**src/rtl/scan_sequencer_if.sv**
```systemverilog
// Bundle of the scan sequencer's control, mux and sample-stream signals.
// master = sequencer side, slave = environment (mux + consumer + software) side.
interface scan_sequencer_if #(
  parameter int NCH = 6,
  parameter int W   = 4
);
  logic           start;
  logic [NCH-1:0] ch_mask;
  logic [2:0]     sel;
  logic [W-1:0]   mux_out;
  logic           out_valid;
  logic           out_ready;
  logic [2:0]     out_ch;
  logic [W-1:0]   out_data;
  logic           busy;
  logic           done;

  modport master (
    input  start, ch_mask, mux_out, out_ready,
    output sel, out_valid, out_ch, out_data, busy, done
  );

  modport slave (
    output start, ch_mask, mux_out, out_ready,
    input  sel, out_valid, out_ch, out_data, busy, done
  );
endinterface

```
**src/rtl/scan_sequencer.sv**
```systemverilog
// Walks a mux select through the enabled channels, emitting one (channel, data) beat each.
// Optional macro SCAN_SEQ_ZERO_SKIP_EN: channels that sample zero are dropped without a beat.
module scan_sequencer #(
  parameter int NCH = 6,
  parameter int W   = 4
) (
  input logic              clk,
  input logic              rst_n,
  scan_sequencer_if.master bus
);

`ifdef SCAN_SEQ_ZERO_SKIP_EN
  localparam bit ZERO_SKIP = 1'b1;
`else
  localparam bit ZERO_SKIP = 1'b0;
`endif

  typedef enum logic [1:0] {IDLE, CAPTURE, OUT, DONE} state_t;

  state_t         state;
  logic [NCH-1:0] pend;
  logic [2:0]     cur;
  logic [NCH-1:0] rest;

  function automatic logic [2:0] lowest(input logic [NCH-1:0] m);
    logic [2:0] r;
    r = '0;
    for (int i = NCH - 1; i >= 0; i--) begin
      if (m[i]) r = 3'(i);
    end
    return r;
  endfunction

  // Channels still owed once the current one is retired.
  assign rest = pend & ~(NCH'(1) << cur);

  always_ff @(posedge clk or negedge rst_n) begin
    if (!rst_n) begin
      state         <= IDLE;
      pend          <= '0;
      cur           <= '0;
      bus.sel       <= '0;
      bus.out_valid <= 1'b0;
      bus.out_ch    <= '0;
      bus.out_data  <= '0;
      bus.busy      <= 1'b0;
      bus.done      <= 1'b0;
    end else begin
      bus.done <= 1'b0;
      case (state)
        IDLE: begin
          if (bus.start) begin
            pend     <= bus.ch_mask;
            cur      <= lowest(bus.ch_mask);
            bus.busy <= 1'b1;
            if (bus.ch_mask != '0) begin
              state   <= CAPTURE;
              bus.sel <= lowest(bus.ch_mask);
            end else begin
              state    <= DONE;
              bus.done <= 1'b1;
            end
          end
        end
        CAPTURE: begin
          if (ZERO_SKIP && bus.mux_out == '0) begin
            pend <= rest;
            if (rest != '0) begin
              cur     <= lowest(rest);
              bus.sel <= lowest(rest);
            end else begin
              state    <= DONE;
              bus.sel  <= '0;
              bus.done <= 1'b1;
            end
          end else begin
            bus.out_data  <= bus.mux_out;
            bus.out_ch    <= cur;
            bus.out_valid <= 1'b1;
            state         <= OUT;
          end
        end
        OUT: begin
          // Beat stays frozen until the consumer takes it.
          if (bus.out_ready) begin
            bus.out_valid <= 1'b0;
            pend          <= rest;
            if (rest != '0) begin
              cur     <= lowest(rest);
              bus.sel <= lowest(rest);
              state   <= CAPTURE;
            end else begin
              bus.sel  <= '0;
              bus.done <= 1'b1;
              state    <= DONE;
            end
          end
        end
        DONE: begin
          state    <= IDLE;
          bus.busy <= 1'b0;
        end
        default: state <= IDLE;
      endcase
    end
  end

endmodule

```
**src/flat_wrapper.sv**
```systemverilog
// flat-port wrapper written by rule: the top's interface ports become plain ports
module scan_sequencer_flat 
#(
  parameter int NCH = 6,
  parameter int W   = 4
)
  (clk, rst_n, bus_start, bus_ch_mask, bus_mux_out, bus_out_ready, bus_sel, bus_out_valid, bus_out_ch, bus_out_data, bus_busy, bus_done);
  scan_sequencer_if #(.NCH(NCH), .W(W)) bus_i ();
  input logic clk;
  input logic rst_n;
  input wire logic [$bits(bus_i.start)-1:0] bus_start;
  input wire logic [$bits(bus_i.ch_mask)-1:0] bus_ch_mask;
  input wire logic [$bits(bus_i.mux_out)-1:0] bus_mux_out;
  input wire logic [$bits(bus_i.out_ready)-1:0] bus_out_ready;
  output wire logic [$bits(bus_i.sel)-1:0] bus_sel;
  output wire logic [$bits(bus_i.out_valid)-1:0] bus_out_valid;
  output wire logic [$bits(bus_i.out_ch)-1:0] bus_out_ch;
  output wire logic [$bits(bus_i.out_data)-1:0] bus_out_data;
  output wire logic [$bits(bus_i.busy)-1:0] bus_busy;
  output wire logic [$bits(bus_i.done)-1:0] bus_done;
  assign bus_i.start = bus_start;
  assign bus_i.ch_mask = bus_ch_mask;
  assign bus_i.mux_out = bus_mux_out;
  assign bus_i.out_ready = bus_out_ready;
  assign bus_sel = bus_i.sel;
  assign bus_out_valid = bus_i.out_valid;
  assign bus_out_ch = bus_i.out_ch;
  assign bus_out_data = bus_i.out_data;
  assign bus_busy = bus_i.busy;
  assign bus_done = bus_i.done;
  scan_sequencer #(.NCH(NCH), .W(W)) u_core (.clk(clk), .rst_n(rst_n), .bus(bus_i));
endmodule
```
**config.mk**
```make
export PLATFORM = sky130hd
export DESIGN_NAME = scan_sequencer_flat
export DESIGN_NICKNAME = d
export VERILOG_FILES = /design/src/rtl/scan_sequencer_if.sv /design/src/rtl/scan_sequencer.sv /design/src/flat_wrapper.sv
export SDC_FILE = /design/constraint.sdc
export NUM_CORES = 1
export LEC_CHECK = 0
export CAP_MARGIN = 15
export CORE_ASPECT_RATIO = 0.8
export CORE_MARGIN = 2
export CORE_UTILIZATION = 61
export DETAILED_ROUTE_END_ITERATION = 12
export DONT_BUFFER_PORTS = 1
export PLACE_DENSITY = 0.87
export SLEW_MARGIN = 20
export SYNTH_ARGS = -nofsm -noshare
export SYNTH_HDL_FRONTEND = slang
export SYNTH_SLANG_ARGS = --single-unit
export TNS_END_PERCENT = 1
```
**constraint.sdc**
```tcl
create_clock -name clk -period 2.1 [get_ports clk]
set_input_delay 0.21 -clock clk [delete_from_list [all_inputs] [get_ports clk]]
set_output_delay 0.21 -clock clk [all_outputs]
set_load 0.005 [all_outputs]
```
==> results.txt, run 1 <==
outcome = finished clean
drt drc = 0
Clock Latency Late Sink = 0.31 ns
crit end category = flip-flop
wire length per cell = 16.77 um
Rows = 14
YS warnings = 0
Non-Filler Instances = 155
ys async rst share = 1.000
Critical Path End = u_core.cur[0]$_DFFE_PN0P_
main combinational cell family by area after synthesis = compound AO/OA/AOI/OAI gates
Unique masters post-synth = 39
GP Congestion = 0.8693
Die H = 44.57 um
# IOs = 27
Post-synth top flop = dfrtp_1
Crit Reg-Reg Endpoint = u_core.cur[0]$_DFFE_PN0P_
number of synthesized flops with an enable pin = 0
die area = 2438 um^2
Synth Area in XOR/XNOR = 0
synth-to-layout area growth = 4.686%
root buf cell = clkbuf_4
Max Root-Sink Buffers = 2
Sw Share = 0.4176
Reg area = 600.6 um^2
Fmax = 526.3 MHz
Seq cells post-synth = 24
clk_skew = 0.003662 ns
share of post-route cells with drive strength above 1 = 0.1756
final hold vios = 0
most common cell in the netlist = dfrtp_1
count of pins over their slew limit = 0
# H-tree levels = 1
Worst R2R Path Depth = 5
RSZ-0062 raised after global routing = false
drt via density = 6.568
Final #Nets = 147
post-synthesis share of cell area spent on full adders, half adders and majority gates = 0
Core Area = 1909 um^2
total grt overflow = 0
cts repair resizes = 0
fin crit period = 1.900 ns
critical-path maximum fanout = 12
register share of total power = 0.471
Total Wirelength = 2.600 mm
Synth Area in Simple Gates = 0.1854
vias in the first global route = 903
CP required = 2.31 ns
Core Util, Final = 0.6881
Routed Antenna Nets = 0
Inserted Clock Buffers = 3
port bufs = 0
mux share of post-synthesis cell area = 0.09472
multi-input logic area = 615.6 um^2
cell area after synthesis = 1255 um^2
Die Wd = 54.71 um
area leader, netlist = dfrtp_1
setup TNS = 0 ns
largest net degree at the start of global routing = 25
Seq/Total Area, Yosys = 0.4786
syn_area_per_cell = 9.804 um^2
area share of the largest cell type after synthesis = 0.4786
Synth area leaders = dfrtp_1, mux2_2, nand2_1
PwrDens = 1497 nW/um^2
top cells by instance count after synthesis = dfrtp_1, nand2_1, nor2_1, o21ai_0
crit share post-route = 0.9048
Combinational Power Share = 0.429
DP HPWL = 1.945 mm
fillers = 140
ant diodes = 0
RR Startpoint = u_core.cur[0]$_DFFE_PN0P_
HP Class = in -> reg
Slew headroom = 0.6044
clock slew at reported path FFs = 0.12 ns
via count = 1018
P_int = 1146 uW
CTS tree = yes
Total Routing Usage GR = 0.2400
global-route wire length before repair = 4.174 mm
max cap viols = 0
Worst Setup SP = u_core.cur[0]$_DFFE_PN0P_
final setup fails = 0
crit path launch type = flip-flop
initial antenna violation count = 0
Leak = 0.0005885 uW
clock power share = 0.100
clock sink count = 24
Reg2Reg Setup Slack = 0.20 ns
CP arrival = 2.11 ns
Initial Util = 0.6573
Mapped Cells = 128
critical path class = reg -> reg
switching pwr = 821.2 uW
Worst-Margin Slew = 0.5881 ns
maximum vdd drop = 0.9606 mV
compound-gate portion of the synthesized area = 0.2104
DR iter-0 viols = 40
DRT Pass-1 Iters = 4
DP Cell Count = 150
Synthesized Nets = 142
==> state kept, by name (all words and copies together), names as in the netlist <==
register              count
u_core.bus.done           1
u_core.bus.busy           1
u_core.bus.out_ch         3
u_core.bus.out_valid      1
u_core.bus.out_data       4
u_core.state              2
u_core.pend               6
u_core.cur                3
u_core.bus.sel            3
==> kinds of logic (layout without fill, tap and decap cells) <==
family / after synthesis / count (layout)
and+or+nand+nor: 47 / 47
AOI/OAI and AO/OA: 38 / 38
DFF: 24 / 24
muxes: 10 / 10
buffers and inverters: 9 / 12
==> critical path: stages, from the launching register on <==
cell and delay [ns]:
dfrtp_1 0.58, mux2_4 0.35, o22ai_2 0.13, nor3b_2 0.30
a21oi_2 0.13, mux2_4 0.31
==> power groups by stage <==
stage / combinational (uW) / sequential, uW / clock [uW]
after floorplan: 748 / 822 / 0
after global placement: 803 / 919 / 0
after detailed placement: 819 / 934 / 0
after CTS: 835 / 921 / 198
after global routing: 934 / 960 / 214
final: 845 / 926 / 196
==> per-stage QoR <==
step	hold slack, ns	power, uW	instance area [um^2]	worst slack, ns
after CTS	0.01344	1954	1309	0.2407
final	0.01116	1967	1314	0.1998
after floorplan	-0.08559	1569	1255	0.5127
after global placement	-0.08523	1722	1276	0.3087
after global routing	0.02791	2109	1314	0.1223
after detailed placement	-0.08524	1753	1276	0.2569
==> repair_timing <==
| action | in CTS | in global routing |
|---|---|---|
| setup endpoints to repair | 0 | 0 |
| buffers inserted | 0 | 0 |
| hold buffers | 1 | 1 |
| endpoints found under the hold margin | 24 | 24 |
==> layout by cell type (no fill, tap or decap), types with 2 or more instances in the layout <==
| cell type | synthesis | final |
|---|---|---|
| inv_1 | 6 | 6 |
| nand2b_1 | 5 | 5 |
| a21o_1 | 2 | 2 |
| a21boi_0 | 2 | 2 |
| o21bai_1 | 2 | 2 |
| a21oi_2 | 2 | 2 |
| nand2_1 | 16 | 16 |
| dfrtp_1 | 24 | 24 |
| mux2_2 | 7 | 7 |
| a21oi_1 | 7 | 7 |
| nor3b_1 | 2 | 2 |
| and2b_1 | 2 | 2 |
| mux2_4 | 2 | 2 |
| a31oi_1 | 3 | 3 |
| nor2_1 | 13 | 13 |
| nor4_1 | 2 | 2 |
| clkbuf_4 | 0 | 3 |
| o21ai_0 | 9 | 9 |
==> per-layer routing <==
| metal | vias up | global-route usage | wire length, um |
|---|---|---|---|
| met2 | 58 | 0.3524 | 1213 |
| met4 | 0 | 0.05500 | 31 |
| li1 | 461 | - | - |
| met3 | 6 | 0.08446 | 234 |
| met1 | 493 | 0.3430 | 1121 |
| met5 | - | 0 | 0 |
==> worst min path at each step <==
stage	start	endpoint	cells past startpoint	slack, ns
final	bus_ch_mask[3]	u_core.pend[3]$_DFFE_PN0P_	2	0.01
after detailed placement	rst_n	u_core.pend[2]$_DFFE_PN0P_	0	-0.09
after CTS	bus_ch_mask[3]	u_core.pend[3]$_DFFE_PN0P_	2	0.01
after global placement	rst_n	u_core.pend[2]$_DFFE_PN0P_	0	-0.09
after global routing	bus_mux_out[3]	u_core.bus.out_data[3]$_DFFE_PN0P_	1	0.03
after floorplan	rst_n	u_core.bus.busy$_DFFE_PN0P_	0	-0.09
==> layout make-up <==
type | count | area share
tap | 24 | 0.02286
clock buffer | 3 | 0.01714
multi-input combinational | 95 | 0.4686
sequential | 24 | 0.4571
inverter | 6 | 0.01714
timing repair buffer | 3 | 0.01714
Power figures use the tool's default switching activity.
==> inputs of run 2 (changes only) <==
--- a/config.mk
+++ b/config.mk
@@ -5,7 +5,6 @@
 export SDC_FILE = /design/constraint.sdc
 export NUM_CORES = 1
 export LEC_CHECK = 0
-export CAP_MARGIN = 15
 export CORE_ASPECT_RATIO = 0.8
 export CORE_MARGIN = 2
 export CORE_UTILIZATION = 61
==> results of run 2 <==
The final DEF is identical to that of run 1; final timing and power are the same.
==> inputs of run 3 (changes only) <==
--- a/config.mk
+++ b/config.mk
@@ -8,6 +8,7 @@
 export CORE_ASPECT_RATIO = 0.8
 export CORE_MARGIN = 2
 export CORE_UTILIZATION = 61
+export CTS_CLUSTER_SIZE = 10
 export DETAILED_ROUTE_END_ITERATION = 12
 export DONT_BUFFER_PORTS = 1
 export PLACE_DENSITY = 0.87
==> results of run 3 <==
The final DEF is identical to that of run 1; final timing and power are the same.
